**src/rtl/pulse_tx.sv**
```systemverilog
// Serial pulse-burst transmitter with a registered mirror of the downstream
// mod-3 pulse-counting detector.
module pulse_tx #(
    parameter int unsigned CNT_W = 8,
    parameter int unsigned GAP_W = 4
) (
    input  logic             clk,
    input  logic             reset,
    input  logic             start,
    input  logic [CNT_W-1:0] count,
    input  logic [GAP_W-1:0] gap,
    output logic             pulse,
    output logic             busy,
    output logic             done,
    output logic [CNT_W-1:0] pulses_sent,
    output logic [1:0]       det_state,
    output logic             det_out
);

    typedef enum logic [1:0] {StIdle, StPulse, StGap, StDone} state_e;

    state_e             r_state, w_state_nxt;
    logic [CNT_W-1:0]   r_count, w_count_nxt;
    logic [GAP_W-1:0]   r_gap, w_gap_nxt;
    logic [GAP_W-1:0]   r_gap_cnt, w_gap_cnt_nxt;
    logic [CNT_W-1:0]   r_sent, w_sent_nxt;
    logic [1:0]         r_det, w_det_nxt;
    logic [CNT_W-1:0]   w_sent_inc;

    assign w_sent_inc = r_sent + CNT_W'(1);

    always_ff @(posedge clk or posedge reset) begin
        if (reset) begin
            r_state   <= StIdle;
            r_count   <= '0;
            r_gap     <= '0;
            r_gap_cnt <= '0;
            r_sent    <= '0;
            r_det     <= 2'd0;
        end else begin
            r_state   <= w_state_nxt;
            r_count   <= w_count_nxt;
            r_gap     <= w_gap_nxt;
            r_gap_cnt <= w_gap_cnt_nxt;
            r_sent    <= w_sent_nxt;
            r_det     <= w_det_nxt;
        end
    end

    always_comb begin
        w_state_nxt   = r_state;
        w_count_nxt   = r_count;
        w_gap_nxt     = r_gap;
        w_gap_cnt_nxt = r_gap_cnt;
        w_sent_nxt    = r_sent;
        w_det_nxt     = r_det;
        unique case (r_state)
            StIdle: begin
                if (start) begin
                    w_sent_nxt = '0;
                    if (count == '0) begin
                        w_state_nxt = StDone;
                    end else begin
                        w_count_nxt = count;
                        w_gap_nxt   = gap;
                        w_state_nxt = StPulse;
                    end
                end
            end
            StPulse: begin
                w_sent_nxt = w_sent_inc;
                // Detector wraps S3 back to S1, never to S0
                w_det_nxt  = (r_det == 2'd3) ? 2'd1 : r_det + 2'd1;
                if (w_sent_inc == r_count) begin
                    w_state_nxt = StDone;
                end else if (r_gap == '0) begin
                    w_state_nxt = StPulse;
                end else begin
                    w_gap_cnt_nxt = r_gap - GAP_W'(1);
                    w_state_nxt   = StGap;
                end
            end
            StGap: begin
                if (r_gap_cnt == '0) begin
                    w_state_nxt = StPulse;
                end else begin
                    w_gap_cnt_nxt = r_gap_cnt - GAP_W'(1);
                end
            end
            StDone: begin
                w_state_nxt = StIdle;
            end
            default: begin
                w_state_nxt = StIdle;
            end
        endcase
    end

    assign pulse       = (r_state == StPulse);
    assign busy        = (r_state == StPulse) || (r_state == StGap);
    assign done        = (r_state == StDone);
    assign pulses_sent = r_sent;
    assign det_state   = r_det;
    assign det_out     = (r_det == 2'd0) || (r_det == 2'd3);

endmodule

```
**config.mk**
```make
export PLATFORM = sky130hd
export DESIGN_NAME = pulse_tx
export DESIGN_NICKNAME = d
export VERILOG_FILES = /design/src/rtl/pulse_tx.sv
export SDC_FILE = /design/constraint.sdc
export NUM_CORES = 1
export LEC_CHECK = 0
export ABC_AREA = 1
export BUFFER_PORTS_ARGS = -buffer_cell sky130_fd_sc_hd__buf_4
export CAP_MARGIN = 10
export CELL_PAD_IN_SITES_DETAIL_PLACEMENT = 1
export CELL_PAD_IN_SITES_GLOBAL_PLACEMENT = 2
export CORE_ASPECT_RATIO = 0.75
export CORE_MARGIN = 3
export CORE_UTILIZATION = 34
export CTS_CLUSTER_SIZE = 14
export DETAILED_ROUTE_END_ITERATION = 8
export PLACE_DENSITY_LB_ADDON = 0.1
export SLEW_MARGIN = 10
export SYNTH_ARGS = -nofsm -noshare
export SYNTH_HDL_FRONTEND = slang
export SYNTH_SLANG_ARGS = --single-unit
```
**constraint.sdc**
```tcl
create_clock -name clk -period 3.35 [get_ports clk]
set_clock_uncertainty 0.05 [all_clocks]
set_input_delay 0.335 -clock clk [delete_from_list [all_inputs] [get_ports clk]]
set_output_delay 0.335 -clock clk [all_outputs]
set_load 0.01 [all_outputs]
```
# Yosys cells after proc, flatten, opt, wreduce, memory -nomap -nowiden

Index checks and enable logic that the tools add are counted.

$add $sub $neg: 4
Bitwise logic cells: 1
Reductions and logical operators: 13
Equal/unequal tests: 10
Mux-type cells: 13

Operator list:

| cell                                                               | number |
|---|---|
| 8-bit case mux with 2 select lines                                 | 1 |
| 2-bit two-way mux                                                  | 6 |
| 4-bit two-way mux                                                  | 3 |
| 2-bit inequality test, second input constant                       | 5 |
| 8-bit by 1-bit adder with 8-bit output, second input constant      | 1 |
| 8-bit == test                                                      | 1 |
| 4-bit zero test                                                    | 2 |
| 8-bit zero test                                                    | 1 |
| 8-bit two-way mux                                                  | 1 |
| 2-bit case mux with 4 select lines                                 | 1 |
| 4-bit case mux with 2 select lines                                 | 1 |
| 4-bit by 1-bit subtractor with 4-bit output, second input constant | 2 |
| 2-bit == test, second input constant                               | 3 |
| 2-bit zero test                                                    | 2 |
| 2-bit AND reduction                                                | 2 |
| 4-bit AND reduction                                                | 1 |
| 2-bit nonzero test                                                 | 2 |
| 3-bit AND reduction                                                | 1 |
| 2-bit by 1-bit adder with 2-bit output, second input constant      | 1 |
| 2-bit by 1-bit == test with 1-bit output, second input constant    | 1 |
| 1-bit logical OR                                                   | 2 |
| 1-bit inverter                                                     | 1 |

Input port bits: 15
Register bits: 28
Output and inout port bits: 14

# Depth between registers and ports, before layout

Word-level depth: 4
Mapped depth: 13

# Worst setup path after synthesis

OpenSTA, ideal clock, no wires.

Kind: register -> register
Start point: reg r_state[0]
End point: reg r_gap_cnt[2]
Clock period less this slack: 1.709 ns
Arrival: 1.542 ns
Slack: 1.641 ns
Cell stages (with the launch flop): 9
Cell sequence: dfrtp_1 -> inv_1 -> ha_1 -> clkbuf_1 -> o21ai_0 -> ha_1 -> xor2_1 -> nand3_1 -> nand2_1

Word-level cells in the longest chain between the ends: 3
Elaborated cells on any way between the ends: 8
Those cells by class: eq/ne (5); mux (1); reduce/logical (2)

Ends and longest elaborated chain:

| item                                                                         | line | text |
|---|---|---|
| start, declared                                                              | 22   | `state_e r_state, w_state_nxt;` |
| start signal, assigned                                                       | 34   | `r_state <= StIdle;` |
| start signal, assigned                                                       | 41   | `r_state <= w_state_nxt;` |
| 2-bit == test or 2-bit by 1-bit == test with 1-bit output (tied branches)    | 57   | `unique case (r_state)` |
| 2-bit inequality test (no source line) or 2-bit nonzero test (tied branches) | n/a  |  |
| 4-bit AND reduction (no source line)                                         | n/a  |  |
| end signal, assigned                                                         | 44   | `r_gap_cnt <= w_gap_cnt_nxt;` |
| end, declared                                                                | 25   | `logic [GAP_W-1:0] r_gap_cnt, w_gap_cnt_nxt;` |

Parallel ways exist; a longest one is shown, timed or not.
A chain may end at the register's enable or synchronous reset.

# Worst setup path after layout

Start point: reg r_sent[1] (netlist: pulses_sent[1])
End point: reg r_gap_cnt[3]

Word-level cells in the longest chain between the ends: 4

Ends and longest elaborated chain:

| item                                   | line | text |
|---|---|---|
| start, declared                        | 26   | `logic [CNT_W-1:0] r_sent, w_sent_nxt;` |
| start signal, assigned                 | 45   | `r_sent <= w_sent_nxt;` |
| 8-bit by 1-bit adder with 8-bit output | 30   | `assign w_sent_inc = r_sent + CNT_W'(1);` |
| 8-bit == test                          | 74   | `if (w_sent_inc == r_count) begin` |
| 2-bit inequality test (no source line) | n/a  |  |
| 4-bit AND reduction (no source line)   | n/a  |  |

No other way between the ends.

==> flow_summary.json <==
{
  "dp.cells": 313,
  "cts_hold_buffers": 0,
  "async_flop_share": 1.00,
  "avgSynthCellArea_um2": 7.62,
  "dpl.hpwl_um": 3660,
  "synth-simple-area-share": 0.298,
  "first_pass_iters": 4,
  "die_w_um": 88.7,
  "powerDensity_nw_per_um2": 962,
  "fin_util": 0.446,
  "grt_overflow_total": 0,
  "die_area_um2": 6030,
  "post-route-period-util": 0.598,
  "status": "completed",
  "gp_congestion": 0.784,
  "grtUsageTotal": 0.168,
  "fillCellCount": 595,
  "synth_compound_area_frac": 0.113,
  "initial_core_util": 0.371,
  "vias_per_cell": 5.01,
  "synth_fp_nets": 251,
  "drv_slew": 0,
  "worst_ep_required_time_ps": 3530,
  "critPathLaunchType": "flop",
  "muxShareOfSynthArea": 0.0380,
  "ant_nets": 0,
  "hold_viol_final": 0,
  "clockBufferDepth": 2,
  "synth_top_family_by_area": "simple AND/OR/NAND/NOR gates",
  "drive_above_1_share": 0.188,
  "ys_ff_latch": 28,
  "synth_warnings": 0,
  "grt_pass1_vias": 1608,
  "ios": 29,
  "h-tree-depth": 1,
  "synth_ff_type": "dfrtp_1",
  "irDropWorstVdd_uv": 357,
  "drt-initial-drc-count": 57,
  "crit_fanout": 6,
  "fmax_ghz": 0.499,
  "yosysSeqAreaShare": 0.402,
  "port-buffer-count": 28,
  "cp.arrival_ps": 2180,
  "yosysUniqueCellTypes": 28,
  "drt-total-wl_um": 4600,
  "power.leakage_uw": 0.00105,
  "post_drt_wl_per_cell_um": 14.5,
  "diodes": 0,
  "fin_crit_ps": 2000,
  "clock_sinks": 28,
  "hp-class": "in2async",
  "tritoncts": "done",
  "r2r_slack_ps": 1350,
  "yosysTopAreaCell": "dfrtp_1",
  "worstSetupEndpointType": "flop",
  "fp.coreArea_um2": 4700,
  "yosys-top-cells-count": "nand2_1, inv_1, nand3_1",
  "grt_pass1_wl_um": 7820,
  "netlist_instances": 229,
  "worstSetupPathType": "reg2reg",
  "synth.area.top_cells": "dfrtp_1, nand2_1, nand3_1",
  "maxCapViolCount": 0,
  "grt_start_max_net_pins": 29,
  "syn-cell-area_um2": 1740,
  "final_cells": 317,
  "chipHeight_um": 68.0,
  "cts-root-buf": "clkbuf_8",
  "synth_xor_area_frac": 0.0201,
  "numCtsBuffers": 3,
  "placement_rows": 21,
  "netlist.area_leader.share": 0.402,
  "vias": 1589,
  "synth.most_common_cell": "nand2_1",
  "synth_fa_ha_area_frac": 0.0502,
  "setup_viol": 0,
  "insertion_delay_ps": 280,
  "tightestPinTransition_ps": 741,
  "synth-edff-count": 0,
  "clk_pin_slew_ps": 100,
  "antenna_found_initial": 0,
  "final.setup.tns_ps": 0,
  "final_nets": 283,
  "area_growth_syn_to_layout_pct": 20.2,
  "rsz0062_at_grt": "no",
  "cts_resized": 0,
  "post_cts_buffers": 0,
  "drc_errors": 0,
  "slew_headroom": 0.505
}
[worst max-delay path: stages (launching register included)]
cell and delay, ps:
dfrtp_1 470, ha_1 220, nand2_2 110, inv_1 130, nand3_1 100, nand3_1 130
inv_1 50, nor2_1 150, nand2_1 80, nor2_2 100, nand3_2 140, nand2_2 120
nand2_1 50, nand2_1 50
[stage by stage]
stage | cell area [um^2] | total power [uW] | setup slack [ps] | hold slack, ps
floorplan | 1740 | 1390 | 1640 | 350
global placement | 2020 | 1740 | 1360 | 393
detailed placement | 2020 | 1760 | 1330 | 393
CTS | 2100 | 2040 | 1340 | 73.6
global route | 2100 | 2230 | 1080 | 105
finish | 2100 | 2020 | 1350 | 65.9
[placed cells by master, fill, tap and decap left out, types with 2 or more instances in the layout]
cell type	instances
xnor2_1	2
nand3b_1	2
nand2_1	49
a21oi_1	11
inv_1	34
o22ai_1	3
buf_4	29
clkbuf_8	3
nand3_2	3
mux2_2	5
nand3_1	29
xor2_1	2
dfrtp_1	28
nor2_1	18
o21bai_1	2
o21ai_0	15
nand2_2	5
ha_1	7
nor4_1	2
nor2_4	2
[per-layer routing]
| metal | routed length (um) | GRT usage | vias up | share of wire |
|---|---|---|---|---|
| met5 | 0 | 0 | - | 0 |
| met4 | 7 | 0.0226 | 0 | 0.0015 |
| met3 | 173 | 0.0325 | 2 | 0.038 |
| met2 | 2010 | 0.269 | 27 | 0.44 |
| met1 | 2410 | 0.240 | 748 | 0.52 |
| li1 | - | - | 812 | - |
[worst paths after layout]
kind,from,endpoint,cells past startpoint
min reg2reg,r_gap_cnt[1]$_DFFE_PP0P_,r_gap_cnt[1]$_DFFE_PP0P_,2
max in group asynchronous,reset,r_count[7]$_DFFE_PP0P_,3
max reg2reg,pulses_sent[1]$_DFFE_PP0P_,r_gap_cnt[3]$_DFFE_PP0P_,13
min in group clk,gap[0],r_gap[0]$_DFFE_PP0P_,2
min,reset,pulses_sent[0]$_DFFE_PP0P_,3
max,pulses_sent[1]$_DFFE_PP0P_,r_gap_cnt[3]$_DFFE_PP0P_,13
[registers in the layout, indices dropped and copies added, names as in the netlist]
signal	flops
det_state	2
pulses_sent	8
r_count	8
r_gap	4
r_gap_cnt	4
r_state	2
[cell families after synthesis]
logic type	after synthesis
simple gates	112
compound gates	36
buf+inv	36
flops	28
fa+ha+maj	7
mux	6
xor+xnor	4
[where the power goes]
group          switching, uW  internal, uW
registers                148           500
logic                    643           449
clock network            115           160
total                    907          1110
[layout make-up]
class	count	area [um^2]	area share
inverters	34	128	0.0609
repair buffers	29	218	0.104
well taps	57	71.3	0.0340
clock inverters	1	30.0	0.0143
flip-flops and latches	28	701	0.334
clock buffers	3	41.3	0.0197
multi-input cells	165	907	0.433
(Power assumes the default switching activity.)
